[config.mk]
export PLATFORM = sky130hd
export DESIGN_NAME = apb_master_bridge
export DESIGN_NICKNAME = d
export VERILOG_FILES = /design/src/rtl/apb_master_bridge.sv
export SDC_FILE = /design/constraint.sdc
export NUM_CORES = 1
export LEC_CHECK = 0
export CAP_MARGIN = 10
export CORE_MARGIN = 3
export CORE_UTILIZATION = 46
export CTS_BUF_LIST = sky130_fd_sc_hd__clkbuf_4 sky130_fd_sc_hd__clkbuf_8
export DETAILED_ROUTE_END_ITERATION = 10
export GPL_TIMING_DRIVEN = 0
export HOLD_SLACK_MARGIN = 0.1
export PLACE_DENSITY = 0.95
export RECOVER_POWER = 50
export SETUP_SLACK_MARGIN = 0.1
export SYNTH_ARGS = -nofsm -noshare
export SYNTH_HDL_FRONTEND = slang
export SYNTH_SLANG_ARGS = --single-unit
[constraint.sdc]
create_clock -name pclk -period 5.8 [get_ports pclk]
set_clock_uncertainty 0.05 [all_clocks]
set_input_delay 0.58 -clock pclk [delete_from_list [all_inputs] [get_ports pclk]]
set_output_delay 0.58 -clock pclk [all_outputs]
set_load 0.01 [all_outputs]
[src/rtl/apb_master_bridge.sv]
// apb_master_bridge: valid/ready command to single APB3 transfer requester with registered outputs.
// Optional ACCESS-phase timeout abort enabled by defining APB_MASTER_TIMEOUT_EN.
module apb_master_bridge #(
    parameter int ADDR_W         = 32,
    parameter int DATA_W         = 32,
    parameter int TIMEOUT_CYCLES = 16
) (
    input  logic              pclk,
    input  logic              preset,
    input  logic              cmd_valid,
    output logic              cmd_ready,
    input  logic              cmd_write,
    input  logic [ADDR_W-1:0] cmd_addr,
    input  logic [DATA_W-1:0] cmd_wdata,
    output logic              rsp_valid,
    input  logic              rsp_ready,
    output logic [DATA_W-1:0] rsp_rdata,
    output logic              rsp_err,
    output logic [ADDR_W-1:0] paddr,
    output logic [DATA_W-1:0] pwdata,
    output logic              pwrite,
    output logic              psel,
    output logic              penable,
    input  logic [DATA_W-1:0] prdata,
    input  logic              pready,
    input  logic              pslverr
);
    typedef enum logic [1:0] {IDLE, SETUP, ACCESS, RESP} state_e;

    if (TIMEOUT_CYCLES < 2 || TIMEOUT_CYCLES > 255) begin : g_bad_timeout
        $error("TIMEOUT_CYCLES out of range 2..255");
    end

    state_e              state_q, state_d;
    logic                cmd_ready_q, cmd_ready_d;
    logic                rsp_valid_q, rsp_valid_d;
    logic [DATA_W-1:0]   rsp_rdata_q, rsp_rdata_d;
    logic                rsp_err_q, rsp_err_d;
    logic [ADDR_W-1:0]   paddr_q, paddr_d;
    logic [DATA_W-1:0]   pwdata_q, pwdata_d;
    logic                pwrite_q, pwrite_d;
    logic                psel_q, psel_d;
    logic                penable_q, penable_d;
`ifdef APB_MASTER_TIMEOUT_EN
    logic [7:0]          cnt_q, cnt_d;
`endif

    always_comb begin
        state_d     = state_q;
        cmd_ready_d = cmd_ready_q;
        rsp_valid_d = rsp_valid_q;
        rsp_rdata_d = rsp_rdata_q;
        rsp_err_d   = rsp_err_q;
        paddr_d     = paddr_q;
        pwdata_d    = pwdata_q;
        pwrite_d    = pwrite_q;
        psel_d      = psel_q;
        penable_d   = penable_q;
`ifdef APB_MASTER_TIMEOUT_EN
        cnt_d       = cnt_q;
`endif
        case (state_q)
            IDLE: begin
                cmd_ready_d = 1'b1;
                if (cmd_valid && cmd_ready_q) begin
                    cmd_ready_d = 1'b0;
                    paddr_d     = cmd_addr;
                    pwdata_d    = cmd_wdata;
                    pwrite_d    = cmd_write;
                    // Misaligned requests are answered locally without touching the bus
                    if (cmd_addr[1:0] != 2'b00) begin
                        state_d     = RESP;
                        rsp_valid_d = 1'b1;
                        rsp_err_d   = 1'b1;
                        rsp_rdata_d = '0;
                    end else begin
                        state_d   = SETUP;
                        psel_d    = 1'b1;
                        penable_d = 1'b0;
`ifdef APB_MASTER_TIMEOUT_EN
                        cnt_d     = '0;
`endif
                    end
                end
            end
            SETUP: begin
                state_d   = ACCESS;
                penable_d = 1'b1;
            end
            ACCESS: begin
                if (pready) begin
                    state_d     = RESP;
                    psel_d      = 1'b0;
                    penable_d   = 1'b0;
                    rsp_valid_d = 1'b1;
                    rsp_err_d   = pslverr;
                    rsp_rdata_d = (!pwrite_q && !pslverr) ? prdata : '0;
                end
`ifdef APB_MASTER_TIMEOUT_EN
                else begin
                    cnt_d = cnt_q + 8'd1;
                    if (cnt_d == 8'(TIMEOUT_CYCLES)) begin
                        state_d     = RESP;
                        psel_d      = 1'b0;
                        penable_d   = 1'b0;
                        rsp_valid_d = 1'b1;
                        rsp_err_d   = 1'b1;
                        rsp_rdata_d = '0;
                    end
                end
`endif
            end
            RESP: begin
                if (rsp_ready) begin
                    state_d     = IDLE;
                    rsp_valid_d = 1'b0;
                    cmd_ready_d = 1'b1;
                end
            end
        endcase
    end

    always_ff @(posedge pclk or posedge preset) begin
        if (preset) begin
            state_q     <= IDLE;
            cmd_ready_q <= 1'b0;
            rsp_valid_q <= 1'b0;
            rsp_rdata_q <= '0;
            rsp_err_q   <= 1'b0;
            paddr_q     <= '0;
            pwdata_q    <= '0;
            pwrite_q    <= 1'b0;
            psel_q      <= 1'b0;
            penable_q   <= 1'b0;
`ifdef APB_MASTER_TIMEOUT_EN
            cnt_q       <= '0;
`endif
        end else begin
            state_q     <= state_d;
            cmd_ready_q <= cmd_ready_d;
            rsp_valid_q <= rsp_valid_d;
            rsp_rdata_q <= rsp_rdata_d;
            rsp_err_q   <= rsp_err_d;
            paddr_q     <= paddr_d;
            pwdata_q    <= pwdata_d;
            pwrite_q    <= pwrite_d;
            psel_q      <= psel_d;
            penable_q   <= penable_d;
`ifdef APB_MASTER_TIMEOUT_EN
            cnt_q       <= cnt_d;
`endif
        end
    end

    assign cmd_ready = cmd_ready_q;
    assign rsp_valid = rsp_valid_q;
    assign rsp_rdata = rsp_rdata_q;
    assign rsp_err   = rsp_err_q;
    assign paddr     = paddr_q;
    assign pwdata    = pwdata_q;
    assign pwrite    = pwrite_q;
    assign psel      = psel_q;
    assign penable   = penable_q;
endmodule

# After elaboration in Yosys (flattened, before gate mapping)
# Index checks and enable logic that the tools add are counted.
# Widths: inputs -> output; s select.
# totals
input_bits	103
wordCells	62
register_bits	104
# op_classes
eq_ne	8
n_reduce_logical	17
mux	27
# op_table
cell	n
$mux 32	4
$pmux 32 s2	1
$mux 1	12
$reduce_and 4->1	3
$ne 2x2->1 const B	5
$mux 2	4
$pmux 2 s4	1
$pmux 1 s2	3
$pmux 1 s3	2
$reduce_bool 2->1	3
$reduce_bool 3->1	2
$reduce_and 5->1	1
$eq 2x2->1 const B	2
$reduce_and 2->1	2
$reduce_and 3->1	1
$eq 2x1->1 const B	1
$logic_and 1x1->1	2
$logic_not 1->1	2
$logic_not 2->1	1

# Longest topological paths before layout
# logic_depth
depth_word	5
ltp_mapped	8
depth_no_buf	5

# Least setup slack after synthesis
# OpenSTA, ideal clock, no wires.
# synth_timing
path_type	flip-flop to flip-flop
from	register state_q[0]
to	register rsp_err_q (netlist: rsp_err)
required_ns	5.625
t_arrival_ns	1.759
path_buffers	1
path_stages_with_launch	7
setup_slack_ns	3.866
synth_period_minus_slack_ns	1.934
path_cell_list	dfrtp_1 inv_1 ha_1 buf_6 nand2b_4 a221oi_4 mux2_4
# synth_between
elab_chain_len	3
elab_cells_between_ends	8
classes_between	eq/ne (4); mux (1); reduce/logical (3)
# synth_rtl
item	line	rtl
from (decl)	34	state_e state_q, state_d;
from (signal assigned)	139	state_q <= state_d;
$eq 2x2->1 / $logic_not 2->1 (equally long branches)	62	case (state_q)
$ne 2x2->1 (no source line) / $reduce_bool 2->1 (equally long branches)	-	
$reduce_and 4->1 (no source line)	-	
to (signal assigned)	143	rsp_err_q <= rsp_err_d;
to (decl)	38	logic rsp_err_q, rsp_err_d;
# Several ways; a longest one is shown, not always the timed one.
# A chain may end at the register's enable or synchronous reset.

# Final worst setup path
# layout_timing
from	register state_q[0]
to	register rsp_rdata_q[27] (netlist: rsp_rdata[27])
# layout_between
elab_chain_len	3
elab_cells_between_ends	8
classes_between	eq/ne (4); mux (1); reduce/logical (3)
# layout_rtl
item	line	rtl
$eq 2x2->1 / $logic_not 2->1 (equally long branches)	62	
$ne 2x2->1 (no source line) / $reduce_bool 2->1 (equally long branches)	-	
$reduce_and 4->1 (no source line)	-	
to (signal assigned)	142	rsp_rdata_q <= rsp_rdata_d;
to (decl)	37	logic [DATA_W-1:0] rsp_rdata_q, rsp_rdata_d;
# Several ways; a longest one is shown, not always the timed one.

==> out/qor.csv <==
stage;metric;value;unit
clock_tree;CTS resizes;0;
layout;antenna fix cells;0;
die;Die W;103;microns
drt;1st-pass router iterations;4;
setup_path;Max stage delay on crit path;0.69;ns
clock_tree;Clk Latency, worst-skew pair;0.35;ns
layout;layout cells sized above 1;0.181;
drt;antenna-violating nets left;0;
drt;Routed WL;11000;microns
global_routing;vias in the first global route;3460;
timing;Fmax;0.381;GHz
global_routing;initial antenna violation count;0;
logic_synthesis;post-synth cell types;33;
power;maximum vdd drop;0.000278;V
hold_path;Hold/Removal Path Class;reg2reg;
clock_tree;hold_buf cts;0;
logic_synthesis;cell taking the most area after synthesis;dfrtp_1;
die;IO Count;205;
logic_synthesis;Synth area leaders;dfrtp_1, mux2_2, mux2i_1, inv_1, nand2_1;
timing;RSZ-0062 raised after global routing;false;
logic_synthesis;Synth Net Count;430;
power;LEAKAGE;0.00293;uW
die;Cell Rows;34;
clock_tree;Clock Root Buffer;clkbuf_8;
drt;Residual DRC;0;
setup_path;Worst R2R Setup Slack;3.17;ns
setup_path;crit-path cells;inv_1 -> ha_1 -> clkbuf_1 -> nand3_1 -> a221oi_4 -> buf_8 -> mux2i_1;
logic_synthesis;Gate Count Post-Synth;321;
setup_path;CP Buf/Inv Count;3;
layout;# nets final;646;
layout;fillcell total;583;
clock_tree;H-tree depth;3;
clock_tree;CTS tree;built;
placed_design;PortBufs;204;
logic_synthesis;per-instance average area after synthesis;13.6;sq um
logic_synthesis;yosys warns;0;
placed_design;Final GP Congestion;0.793;
clock_tree;Clk pin slew, worst setup/hold paths;0.09;ns
drt;DR vias/cell;4.75;
timing;Final WS setup;3.17;ns
timing;Final period util;0.453;
setup_path;critical path endpoint category;flip-flop;
global_routing;overflow left after global routing;0;
outcome;failing checks;max-capacitance violations, max-slew violations;
timing;Slew @ Worst Pin;1.74;ns
timing;Fin Setup TNS;0;ns
outcome;outcome;finished with violations;
timing;Worst slew margin;-0.167;
global_routing;Total GRT Usage;0.207;
setup_path;Setup Crit Path Kind;reg2reg;
setup_path;crit path max fanout;10;
global_routing;first-pass GRT wire length;17000;microns
die;core area;8980;sq um
drt;number of DRC markers in iteration 0;66;
placed_design;Place WS;3.33;ns
timing;Slew Limit Fails;38;
logic_synthesis;Synth Register Bits;104;
setup_path;startpoint types;flip-flop;
layout;synthesis-to-layout area growth;55.3;%
timing;final hold vios;0;
timing;Finish-stage setup viols;0;
setup_path;critical path's top delay family;buffers and inverters;
die;Die Ht;103;microns
clock_tree;clk sinks;104;
global_routing;largest net degree at the start of global routing;68;
logic_synthesis;Mapped Area;4360;sq um
setup_path;WP data arrival;2.85;ns
flow_run;max cap viols;1;
power;Power Density;511;nW/um^2
timing;post-layout min period;2.63;ns
drt;via count;3176;
clock_tree;Setup Fix Bufs, Post-CTS;0;
setup_path;Critical-path top delay cell;a221oi_4;
die;Initial Util;0.485;
logic_synthesis;sequential area share after synthesis;0.598;
clock_tree;clk buf depth;2;
drt;routed length per instance;16.5;microns
setup_path;Required @ worst endpoint;6.02;ns
placed_design;hpwl dp;8560;microns
clock_tree;TritonCTS Buffers;9;
logic_synthesis;area share of the largest cell type after synthesis;0.598;
die;die area;10700;sq um
## cells in the mapped netlist, drive strengths merged
master / number
nor3b: 1
a21boi: 1
nor2b: 1
nand3: 2
buf: 12
o221a: 1
a221oi: 1
a21oi: 1
or2: 1
dfrtp: 104
or3b: 1
a211o: 1
nand2b: 4
nor2: 3
mux2i: 33
nand2: 33
inv: 36
mux2: 68
a211oi: 1
nor3: 2
nor4bb: 1
and2b: 1
o22ai: 1
o21ai: 3
ha: 6
clkbuf: 2
## power by group
group	switching, uW	total, uW	internal (uW)
clock network	243	459	216
logic	716	1740	1020
registers	183	1260	1080
## per-layer routing
layer / up-vias / GRT usage / share of wire
met5: - / 0 / 0
met4: 0 / 0.0588 / 0.014
met3: 13 / 0.0630 / 0.077
met2: 119 / 0.385 / 0.53
met1: 1556 / 0.226 / 0.37
li1: 1488 / - / -
## cells by family after synthesis
logic type      after synthesis  share of synthesized area
simple gates                 50                     0.0566
mux                         101                      0.253
compound gates               10                     0.0201
fa+ha+maj                     6                     0.0172
flops                       104                      0.598
buf+inv                      50                     0.0560
## sequential cells by signal (all words and copies together) (netlist names)
name       flops
rsp_valid      1
penable        1
rsp_rdata     32
pwdata        32
paddr         32
psel           1
pwrite         1
cmd_ready      1
state_q        2
rsp_err        1
## area by class of cell
type | instances | area (sq um) | share of cell area
clock buffer | 12 | 146 | 0.0216
sequential | 104 | 2600 | 0.385
buffer | 14 | 100 | 0.0148
multi-input combinational | 167 | 1500 | 0.221
tap | 126 | 158 | 0.0233
inverter | 36 | 136 | 0.0202
clock inverter | 4 | 55.1 | 0.00814
timing repair buffer | 205 | 2070 | 0.306
## metrics by stage
step / area (sq um) / util / instances / hold WS [ns] / power (uW)
4_1_cts: 6790 / 0.756 / 668 / 0.464 / 3570
5_1_grt: 6760 / 0.754 / 668 / 0.469 / 3670
3_5_place_dp: 6590 / 0.734 / 652 / 0.435 / 3110
3_3_place_gp: 6560 / 0.730 / 651 / 0.422 / 3020
2_1_floorplan: 4360 / - / 321 / 0.479 / 2140
6_report: 6760 / 0.754 / 668 / 0.456 / 3460
## cell usage in the layout (no fill, tap or decap), types with 4 or more instances in the layout
cell type        count
clkbuf_8             9
clkdlybuf4s50_1    158
inv_1               35
buf_2                5
dlygate4sd3_1       46
ha_1                 6
mux2i_1             33
dfrtp_1            104
clkbuf_1             4
nand2_1             33
mux2_2              66
## final timing paths
path	from	endpoint	cells after the start
setup / recovery	state_q[0]	rsp_rdata[27]	7
hold / removal	paddr[20]	paddr[20]	1
setup reg to reg	state_q[0]	rsp_rdata[27]	7
hold reg to reg	paddr[20]	paddr[20]	1
max in group asynchronous	preset	state_q[0]	3
min in group asynchronous	preset	rsp_rdata[3]	2
Power figures use the tool's default switching activity.
